==> src/rtl/uart_pkg.sv <==
// Shared UART definitions: receiver/transmitter state encoding and baud timing helpers.
package uart_pkg;

  typedef enum logic [2:0] {
    ST_IDLE,
    ST_START,
    ST_DATA,
    ST_STOP,
    ST_WAIT_HIGH
  } uart_state_t;

  function automatic int unsigned clks_per_bit(input int unsigned clk_freq,
                                               input int unsigned baud);
    return clk_freq / baud;
  endfunction

  // Narrowest down-counter that can hold a bit period; at least one bit wide.
  function automatic int unsigned timer_width(input int unsigned clks);
    return (clks > 1) ? $clog2(clks) : 1;
  endfunction

endpackage

==> src/rtl/uart_sync.sv <==
// Two-flop synchronizer for the asynchronous serial line; resets to the idle (high) level.
module uart_sync (
  input  logic clk_i,
  input  logic rst_i,
  input  logic d_i,
  output logic q_o
);

  logic r_meta;
  logic r_sync;

  always_ff @(posedge clk_i or posedge rst_i) begin
    if (rst_i) begin
      r_meta <= 1'b1;
      r_sync <= 1'b1;
    end else begin
      r_meta <= d_i;
      r_sync <= r_meta;
    end
  end

  assign q_o = r_sync;

endmodule

==> src/rtl/uart_rx.sv <==
// UART receiver: 8N1-style framing with configurable data width, mid-bit sampling,
// a single-entry output register with valid/accept handshake, and error pulses.
module uart_rx
  import uart_pkg::*;
#(
  parameter int unsigned CLK_FREQ  = 10_000_000,
  parameter int unsigned BAUD      = 9600,
  parameter int unsigned DATA_BITS = 7
) (
  input  logic       clk_i,
  input  logic       rst_i,
  input  logic       uart_rx_i,
  output logic [7:0] data_o,
  output logic       valid_o,
  input  logic       accept_i,
  output logic       frame_err_o,
  output logic       overrun_o
);

  localparam int unsigned CLKS_PER_BIT = clks_per_bit(CLK_FREQ, BAUD);
  localparam int unsigned HALF_BIT     = CLKS_PER_BIT / 2;
  localparam int unsigned TW           = timer_width(CLKS_PER_BIT);

  // Timer counts N-1 down to 0, so a sample lands exactly N cycles after the load.
  localparam logic [TW-1:0] BIT_LOAD  = TW'(CLKS_PER_BIT - 1);
  localparam logic [TW-1:0] HALF_LOAD = TW'((HALF_BIT > 0) ? HALF_BIT - 1 : 0);
  localparam logic [2:0]    LAST_BIT  = 3'(DATA_BITS - 1);

  logic        w_rx;
  logic        r_rx_prev;
  logic        w_fall;
  logic        w_tick;

  uart_state_t r_state;
  uart_state_t w_state_next;
  logic [TW-1:0] r_timer;
  logic [TW-1:0] w_timer_next;
  logic [2:0]  r_bit_cnt;
  logic [2:0]  w_bit_cnt_next;
  logic [7:0]  r_shift;
  logic [7:0]  w_shift_next;
  logic        w_deliver;
  logic        w_frame_err;

  logic [7:0]  r_data;
  logic        r_valid;
  logic        r_frame_err;
  logic        r_overrun;

  uart_sync u_sync (
    .clk_i (clk_i),
    .rst_i (rst_i),
    .d_i   (uart_rx_i),
    .q_o   (w_rx)
  );

  assign w_fall = r_rx_prev & ~w_rx;
  assign w_tick = (r_timer == '0);

  always_ff @(posedge clk_i or posedge rst_i) begin
    if (rst_i) begin
      r_state   <= ST_IDLE;
      r_rx_prev <= 1'b1;
      r_timer   <= '0;
      r_bit_cnt <= '0;
      r_shift   <= '0;
    end else begin
      r_state   <= w_state_next;
      r_rx_prev <= w_rx;
      r_timer   <= w_timer_next;
      r_bit_cnt <= w_bit_cnt_next;
      r_shift   <= w_shift_next;
    end
  end

  always_comb begin
    w_state_next   = r_state;
    w_timer_next   = r_timer;
    w_bit_cnt_next = r_bit_cnt;
    w_shift_next   = r_shift;
    w_deliver      = 1'b0;
    w_frame_err    = 1'b0;

    case (r_state)
      ST_IDLE: begin
        if (w_fall) begin
          w_state_next = ST_START;
          w_timer_next = HALF_LOAD;
        end
      end

      ST_START: begin
        if (w_tick) begin
          if (!w_rx) begin
            w_state_next   = ST_DATA;
            w_timer_next   = BIT_LOAD;
            w_bit_cnt_next = '0;
            w_shift_next   = '0;
          end else begin
            w_state_next = ST_IDLE;
          end
        end else begin
          w_timer_next = r_timer - TW'(1);
        end
      end

      ST_DATA: begin
        if (w_tick) begin
          w_shift_next[r_bit_cnt] = w_rx;
          w_timer_next            = BIT_LOAD;
          if (r_bit_cnt == LAST_BIT) begin
            w_state_next = ST_STOP;
          end else begin
            w_bit_cnt_next = r_bit_cnt + 3'd1;
          end
        end else begin
          w_timer_next = r_timer - TW'(1);
        end
      end

      ST_STOP: begin
        if (w_tick) begin
          if (w_rx) begin
            w_deliver    = 1'b1;
            w_state_next = ST_IDLE;
          end else begin
            w_frame_err  = 1'b1;
            w_state_next = ST_WAIT_HIGH;
          end
        end else begin
          w_timer_next = r_timer - TW'(1);
        end
      end

      ST_WAIT_HIGH: begin
        if (w_rx) begin
          w_state_next = ST_IDLE;
        end
      end

      default: begin
        w_state_next = ST_IDLE;
      end
    endcase
  end

  // A same-cycle accept frees the slot, so the new frame loads instead of overrunning.
  always_ff @(posedge clk_i or posedge rst_i) begin
    if (rst_i) begin
      r_data      <= '0;
      r_valid     <= 1'b0;
      r_frame_err <= 1'b0;
      r_overrun   <= 1'b0;
    end else begin
      r_frame_err <= w_frame_err;
      r_overrun   <= 1'b0;
      if (w_deliver) begin
        if (r_valid && !accept_i) begin
          r_overrun <= 1'b1;
        end else begin
          r_data  <= r_shift;
          r_valid <= 1'b1;
        end
      end else if (r_valid && accept_i) begin
        r_valid <= 1'b0;
      end
    end
  end

  assign data_o      = r_data;
  assign valid_o     = r_valid;
  assign frame_err_o = r_frame_err;
  assign overrun_o   = r_overrun;

endmodule

==> config.mk <==
export PLATFORM = sky130hd
export DESIGN_NAME = uart_rx
export DESIGN_NICKNAME = d
export VERILOG_FILES = /design/src/rtl/uart_pkg.sv /design/src/rtl/uart_sync.sv /design/src/rtl/uart_rx.sv
export SDC_FILE = /design/constraint.sdc
export NUM_CORES = 1
export LEC_CHECK = 0
export BUFFER_PORTS_ARGS = -buffer_cell sky130_fd_sc_hd__buf_4
export CORE_ASPECT_RATIO = 1.25
export CORE_MARGIN = 3
export CORE_UTILIZATION = 57
export DETAILED_ROUTE_END_ITERATION = 10
export GPL_TIMING_DRIVEN = 0
export PLACE_DENSITY = 0.76
export SYNTH_ARGS = -nofsm -noshare
export SYNTH_HDL_FRONTEND = slang
export SYNTH_SLANG_ARGS = --single-unit
==> constraint.sdc <==
create_clock -name clk_i -period 2.2 [get_ports clk_i]
set_clock_uncertainty 0.15 [all_clocks]
set_input_delay 0.11 -clock clk_i [delete_from_list [all_inputs] [get_ports clk_i]]
set_output_delay 0.11 -clock clk_i [all_outputs]
set_load 0.01 [all_outputs]
==> results.yml, run 1 <==
status:
  run_status: "complete, no violations"
worst_setup_path:
  cp_data_arrival_time_ps: 2160
  timing.critical_path.to_type: "flip-flop"
  critPathLaunch: "r_timer[0]$_DFFE_PP0P_"
  worst_setup_path_start_kind: "flip-flop"
  path_cells: "inv_2 -> ha_4 -> nor4b_4 -> nand3_2 -> or3_1 -> buf_6 -> o21ai_1 -> o31ai_1"
  crit_path_top_delay_cell: "sky130_fd_sc_hd__dfrtp_1"
  critical-path-top-delay-family: "simple AND/OR/NAND/NOR gates"
  critical-path-max-stage-delay_ps: 410
  cp_max_fanout: 8
  crit_buf_inv: 2
  critPathRequiredTime_ps: 2210
  rr_startpoint: "r_timer[0]$_DFFE_PP0P_"
  worst-setup-path-type: "flip-flop to flip-flop"
placement:
  io_buffer_count: 14
  routability_congestion_estimate_from_global_placement: 0.878
  dpl-instance-area_um2: 2240
  pre_cts_slack_ps: -79.2
  hpwlAfterDp_um: 3080
timing:
  period_needed_ps: 2150
  fmaxAchievable_ghz: 0.464
  hold_vio_cnt_final: 0
  fin_setup_tns_ps: 0
  worst_slew_pin_slew_ps: 617
  worst_slew_margin_rel_pct: 58.8
  rsz_0062_raised_after_global_routing: "true"
  min_period_over_period_pct: 97.9
  report.final.setup_viol: 0
  min_setup_slack_post_route_ps: 47.0
  finalMaxSlewViolations: 0
job:
  max_cap_viols: 0
floorplanning:
  fp.dieW_um: 59.8
  initial_utilization_pct: 61.7
  num_io_pins: 15
  design.core.area_um2: 3340
  dieHeight_um: 73.2
  fp.dieArea_um2: 4380
  fp-row-count: 23
cells_and_area:
  finish.instance_area_um2: 2460
  finish.net_count: 244
  antenna_cells_inserted: 0
  layout_common_cells: "sky130_fd_sc_hd__dfrtp_1 (36), sky130_fd_sc_hd__nor2_1 (22), sky130_fd_sc_hd__buf_4 (18), sky130_fd_sc_hd__o21ai_1 (14), sky130_fd_sc_hd__nand2_1 (12)"
  drive_above_1_share_pct: 26.3
  syn_to_final_growth_pct: 19.3
  commonest_non_fill_non_tap_cell_in_the_layout: "sky130_fd_sc_hd__dfrtp_1"
global_route:
  met3_track_demand_over_resource_pct: 4.25
  grt_max_degree: 26
  globalRoute.totalOverflow: 0
  first_global_vias: 1661
  antenna_found_initial: 0
  grt.met1_usage_pct: 23.7
  layer_carrying_the_most_global_route_usage: "met2"
  gr-usage-met2_pct: 41.1
  globalRouteTotalUtil_pct: 21.9
  global_route_wire_length_before_repair_um: 7380
clock_network:
  cts_made_buffers: 5
  tritoncts: "yes"
  ctsLongestPathBuffers: 2
  clk-insertion-delay-late_ps: 290
  cts.htree.levels: 2
  clock_sink_count: 39
  clkTransAtPathRegs_ps: 70
  clk_root_buffer_cell: "sky130_fd_sc_hd__clkbuf_8"
synthesis:
  synth_async_sr_flop_share_pct: 100
  post-synth-top-area-fraction_pct: 43.7
  synth_flop_cell: "sky130_fd_sc_hd__dfrtp_1"
  number_of_synthesized_flops_with_an_enable_pin: 0
  yosys_warnings: 0
  synthesis.area_per_instance_um2: 9.90
  ys_seq_elements: 39
  netlist.top_cell.by_area: "sky130_fd_sc_hd__dfrtp_1"
  mappedNetlistNets: 216
  syn-instance-count: 208
  synth.cell_area_um2: 2060
  sequential_share_of_the_synthesized_area_pct: 47.6
  synthTopCellsByArea: "sky130_fd_sc_hd__dfrtp_1 (44%), sky130_fd_sc_hd__mux2_2 (4.4%), sky130_fd_sc_hd__nor2_1 (4.0%)"
  netlist-cell-type-count: 55
drt:
  wirelength_um: 4300
  first_iter_violations: 78
  drc_errors: 0
  dr_total_vias: 1707
  viasPerCell: 6.25
  detail_route.first_pass.iterations: 5
  wl_per_cell_um: 15.8
  antenna_violating_nets_post_route: 0
hold_path:
  hold_path_class: "flip-flop to flip-flop"
  holdCritStartpoint: "u_sync.r_meta$_DFF_PP1_"
pwr:
  p_leak_nw: 1.11
  worst_ir_drop_vdd_mv: 0.683
  cellPowerDensity_nw_per_um2: 867
-- kinds of logic (layout without fill, tap and decap cells) --
family | after synthesis | after routing | synth area share, %
compound gates | 57 | 57 | 17.4
fa+ha+maj | 4 | 4 | 2.43
buf+inv | 22 | 50 | 4.74
flops | 39 | 39 | 47.6
mux | 11 | 11 | 5.83
simple gates | 75 | 75 | 22.1
-- per-stage QoR --
| step | hold slack [ps] | power (mW) | util [%] | cells |
|---|---|---|---|---|
| 3_3_place_gp | 69.4 | 1.50 | 66.2 | 259 |
| 3_5_place_dp | 70.3 | 1.54 | 67.1 | 260 |
| 4_1_cts | 209 | 2.06 | 71.9 | 272 |
| 6_report | 209 | 2.13 | 73.6 | 273 |
| 5_1_grt | 216 | 2.26 | 73.6 | 273 |
| 2_1_floorplan | -35.5 | 1.40 | - | 208 |
-- cells in the mapped netlist, drive strengths merged, types with 2 or more instances --
library cell and instances:
or2 3, o22a 2, nand2 12, or3 3, mux2i 3, ha 4
clkbuf 7, mux2 8, nor3 7, a31oi 7, nand4 2, dfrtp 36
nor3b 4, nor2 23, inv 8, nor2b 2, a21o 2, o31ai 3
nand3 2, o211ai 2, a21oi 8, o21ai 22, dfstp 3, nand2b 5
o21bai 2, buf 7, nor4 2
-- timing repair --
action	CTS	global route
setup endpoints to repair	17	25
hold buffers	3	0
resized for setup	5	11
pin swaps	1	4
buffers inserted	2	3
endpoints found under the hold margin	16	0
-- worst register-to-register path, stage by stage (launching register included) --
cell and delay [ps]:
sky130_fd_sc_hd__dfrtp_1 410, sky130_fd_sc_hd__inv_2 130, sky130_fd_sc_hd__ha_4 160, sky130_fd_sc_hd__nor4b_4 230
sky130_fd_sc_hd__nand3_2 190, sky130_fd_sc_hd__or3_1 370, sky130_fd_sc_hd__buf_6 150, sky130_fd_sc_hd__o21ai_1 150
sky130_fd_sc_hd__o31ai_1 90
-- registers in the layout (all words and copies together), names as in the netlist --
name and count:
u_sync.r_meta 1, data_o 8, overrun_o 1, u_sync.q_o 1, r_timer 11, r_state 3, r_bit_cnt 3, frame_err_o 1
r_rx_prev 1, valid_o 1, r_shift 8
-- where the power goes --
group	switching (mW)	total [mW]	internal [mW]
sequential	0.161	0.988	0.828
clock	0.233	0.479	0.246
combinational	0.350	0.662	0.313
-- final cells by class --
class	count	area (µm²)
inverters	8	30.0
flip-flops and latches	39	980
clock inverters	1	5.00
repair buffers	23	213
plain buffers	12	66.3
clock buffers	6	82.6
fillers	227	881
multi-input cells	147	1030
well taps	37	46.3
-- final timing paths --
kind	to	slack, ps	depth (start not counted)
worst max-delay path	r_shift[4]$_DFFE_PP0P_	50	8
min in group asynchronous	r_shift[2]$_DFFE_PP0P_	310	3
worst max register to register	r_shift[4]$_DFFE_PP0P_	50	8
max in group asynchronous	u_sync.r_meta$_DFF_PP1_	980	4
worst min-delay path	u_sync.q_o$_DFF_PP1_	210	0
worst min register to register	u_sync.q_o$_DFF_PP1_	210	0
-- layer usage --
metal | wire length, µm | vias up | part of all wire [%]
met5 | 0 | - | 0
li1 | - | 803 | -
met3 | 176 | 17 | 4.1
met1 | 1720 | 823 | 40
met2 | 2300 | 64 | 53
met4 | 104 | 0 | 2.4
Note: power is estimated with default switching activity, not from simulation.
==> run 2: changes to the inputs <==
--- a/config.mk
+++ b/config.mk
@@ -5,6 +5,7 @@
 export SDC_FILE = /design/constraint.sdc
 export NUM_CORES = 1
 export LEC_CHECK = 0
+export ABC_AREA = 1
 export BUFFER_PORTS_ARGS = -buffer_cell sky130_fd_sc_hd__buf_4
 export CORE_ASPECT_RATIO = 1.25
 export CORE_MARGIN = 3
==> results.yml, run 2 <==
status:
  run_status: "complete, no violations"
synthesis:
  synth.cells.most_frequent: "sky130_fd_sc_hd__nand2_1 (94), sky130_fd_sc_hd__dfrtp_1 (36), sky130_fd_sc_hd__inv_1 (27)"
  synth.most_common_cell: "sky130_fd_sc_hd__nand2_1"
  synthesis.area_per_instance_um2: 7.52
  sequential_share_of_the_synthesized_area_pct: 43.9
  mappedNetlistNets: 305
  synth_async_sr_flop_share_pct: 100
  yosys_warnings: 0
  syn-instance-count: 297
  synthTopCellsByArea: "sky130_fd_sc_hd__dfrtp_1 (40%), sky130_fd_sc_hd__nand2_1 (16%), sky130_fd_sc_hd__o21ai_0 (5.2%)"
  synth.cell_area_um2: 2230
  number_of_synthesized_flops_with_an_enable_pin: 0
  synth_flop_cell: "sky130_fd_sc_hd__dfrtp_1"
  ys_seq_elements: 39
  post-synth-top-area-fraction_pct: 40.4
  netlist-cell-type-count: 32
  netlist.top_cell.by_area: "sky130_fd_sc_hd__dfrtp_1"
timing:
  hold_vio_cnt_final: 0
  rsz_0062_raised_after_global_routing: "false"
  worst_slew_pin_slew_ps: 815
  report.final.setup_viol: 0
  worst_slew_margin_rel_pct: 45.6
  finalMaxSlewViolations: 0
  holdWs_ps: 200
  fmaxAchievable_ghz: 0.507
  fin_setup_tns_ps: 0
  period_needed_ps: 1970
  min_period_over_period_pct: 89.7
drt:
  drc_errors: 0
  first_iter_violations: 153
  detail_route.first_pass.iterations: 4
  wl_per_cell_um: 12.9
  dr_total_vias: 1952
  antenna_violating_nets_post_route: 0
  wirelength_um: 4810
  viasPerCell: 5.23
worst_setup_path:
  worstSetupEndpoint: "r_shift[4]$_DFFE_PP0P_"
  worst-setup-path-type: "flip-flop to flip-flop"
  timing.critical_path.to_type: "flip-flop"
  critPathRequiredTime_ps: 2230
  r2r.worst_path.cells: 9
  cp_max_fanout: 9
  worst_setup_path_start_kind: "flip-flop"
  r2r_setup_slack_ps: 230
  critPathLaunch: "r_timer[0]$_DFFE_PP0P_"
  reg2reg_to: "r_shift[4]$_DFFE_PP0P_"
  rr_startpoint: "r_timer[0]$_DFFE_PP0P_"
  cp_data_arrival_time_ps: 2010
global_route:
  gr-usage-met2_pct: 37.9
  met3_track_demand_over_resource_pct: 4.08
  globalRouteTotalUtil_pct: 23.8
  grt_max_degree: 40
  first_global_vias: 1891
  globalRoute.totalOverflow: 0
  grt.met1_usage_pct: 31.2
  global_route_wire_length_before_repair_um: 8470
  antenna_found_initial: 0
  layer_carrying_the_most_global_route_usage: "met2"
placement:
  io_buffer_count: 14
  dpl-instance-area_um2: 2400
  routability_congestion_estimate_from_global_placement: 0.834
  hpwlAfterDp_um: 3450
cells_and_area:
  syn_to_final_growth_pct: 13.6
  antenna_cells_inserted: 0
  finish.net_count: 328
  layout_common_cells: "sky130_fd_sc_hd__nand2_1 (94), sky130_fd_sc_hd__dfrtp_1 (36), sky130_fd_sc_hd__inv_1 (26), sky130_fd_sc_hd__nor2_1 (25), sky130_fd_sc_hd__o21ai_0 (23)"
  finish.instance_area_um2: 2530
  max_flop_register: "r_timer"
  drive_above_1_share_pct: 17.1
  flip_flop_count_of_the_largest_register_after_layout: 11
  nFillCells: 303
  commonest_non_fill_non_tap_cell_in_the_layout: "sky130_fd_sc_hd__nand2_1"
floorplanning:
  fp-row-count: 24
  dieHeight_um: 76.0
  initial_utilization_pct: 61.4
  design.core.area_um2: 3630
  fp.dieArea_um2: 4710
  num_io_pins: 15
  fp.dieW_um: 62.0
clock_network:
  cts_made_buffers: 5
  clk-insertion-delay-late_ps: 300
  ctsLongestPathBuffers: 2
  tritoncts: "yes"
  cts_resized: 0
  clk_root_buffer_cell: "sky130_fd_sc_hd__clkbuf_8"
  clock_sink_count: 39
  cts.htree.levels: 2
  clkTransAtPathRegs_ps: 80
pwr:
  p_leak_nw: 1.34
  cellPowerDensity_nw_per_um2: 1100
  worst_ir_drop_vdd_mv: 0.557
hold_path:
  hold_path_class: "input port to flip-flop"
job:
  max_cap_viols: 0
[run 2: cell types whose count changed in the layout (fill, tap and decap cells not counted), sizes merged, moves of 7 or more]
cell and delta:
nand2 +85, inv +27, nand3 +20, mux2 -8, nor2 +8, a31oi -7
buf -7
[run 2: stage by stage]
stage                     worst slack, ps  instances  util [%]  power [mW]
after global routing                  101        373      69.8        3.04
after detailed placement              232        363      66.1        2.19
final                                 227        373      69.8        2.80
after floorplan                       444        297         -        1.93
after CTS                             231        373      69.8        2.80
after global placement                304        363      66.1        2.16
[run 2: final cells by class]
class                           count  area (µm²)  area share [%]
Sequential cell                    39         980            38.6
Timing Repair Buffer               16         125            4.94
Inverter                           36         135            5.33
Tap cell                           52        65.1            2.57
Clock buffer                        5        68.8            2.71
Buffer                              7        46.3            1.83
Clock inverter                      3        43.8            1.73
Multi-Input combinational cell    215        1070            42.3
[run 2: critical path, stage by stage, from the launching register on]
cell                      delay (ps)
sky130_fd_sc_hd__dfrtp_1         380
sky130_fd_sc_hd__inv_1           140
sky130_fd_sc_hd__ha_1            190
sky130_fd_sc_hd__inv_1            40
sky130_fd_sc_hd__nor2_1          100
sky130_fd_sc_hd__nand3_2         140
sky130_fd_sc_hd__nor2_8          190
sky130_fd_sc_hd__nand2_1         200
sky130_fd_sc_hd__o21ai_0         220
sky130_fd_sc_hd__o21ai_0         110
[run 2: how the worst min path moves through the flow]
stage	startpoint	end	cells after the start
detailed placement	uart_rx_i	u_sync.r_meta$_DFF_PP1_	1
global placement	uart_rx_i	u_sync.r_meta$_DFF_PP1_	1
finish	accept_i	data_o[3]$_DFFE_PP0P_	6
floorplan	uart_rx_i	u_sync.r_meta$_DFF_PP1_	0
CTS	accept_i	data_o[3]$_DFFE_PP0P_	6
global route	u_sync.r_meta$_DFF_PP1_	u_sync.q_o$_DFF_PP1_	0
[run 2: timing repair]
action,4_1_cts,5_1_grt
hold buffers,2,0
hold endpoints to repair,37,0
endpoints found under the setup margin,0,0
buffers inserted,0,0
[run 2: routing by layer]
layer,vias to the layer above,share of wire [%]
met3,10,3.0
li1,996,-
met5,-,0
met1,911,44
met4,0,2.2
met2,35,51
[run 2: kinds of logic after synthesis]
| logic type | Yosys count | share of synthesized area, % |
|---|---|---|
| AOI/OAI and AO/OA | 39 | 9.92 |
| xor gates and xnor gates | 3 | 1.18 |
| adders and majority gates | 4 | 2.24 |
| buffers and inverters | 43 | 8.13 |
| DFF | 39 | 43.9 |
| and+or+nand+nor | 169 | 34.6 |
[run 2: power breakdown]
group / switching [mW] / leakage (nW) / total (mW) / internal (mW)
logic: 0.806 / 0.759 / 1.21 / 0.403
clock network: 0.264 / 0.0581 / 0.602 / 0.338
registers: 0.151 / 0.519 / 0.987 / 0.836
total: 1.22 / 1.34 / 2.80 / 1.58
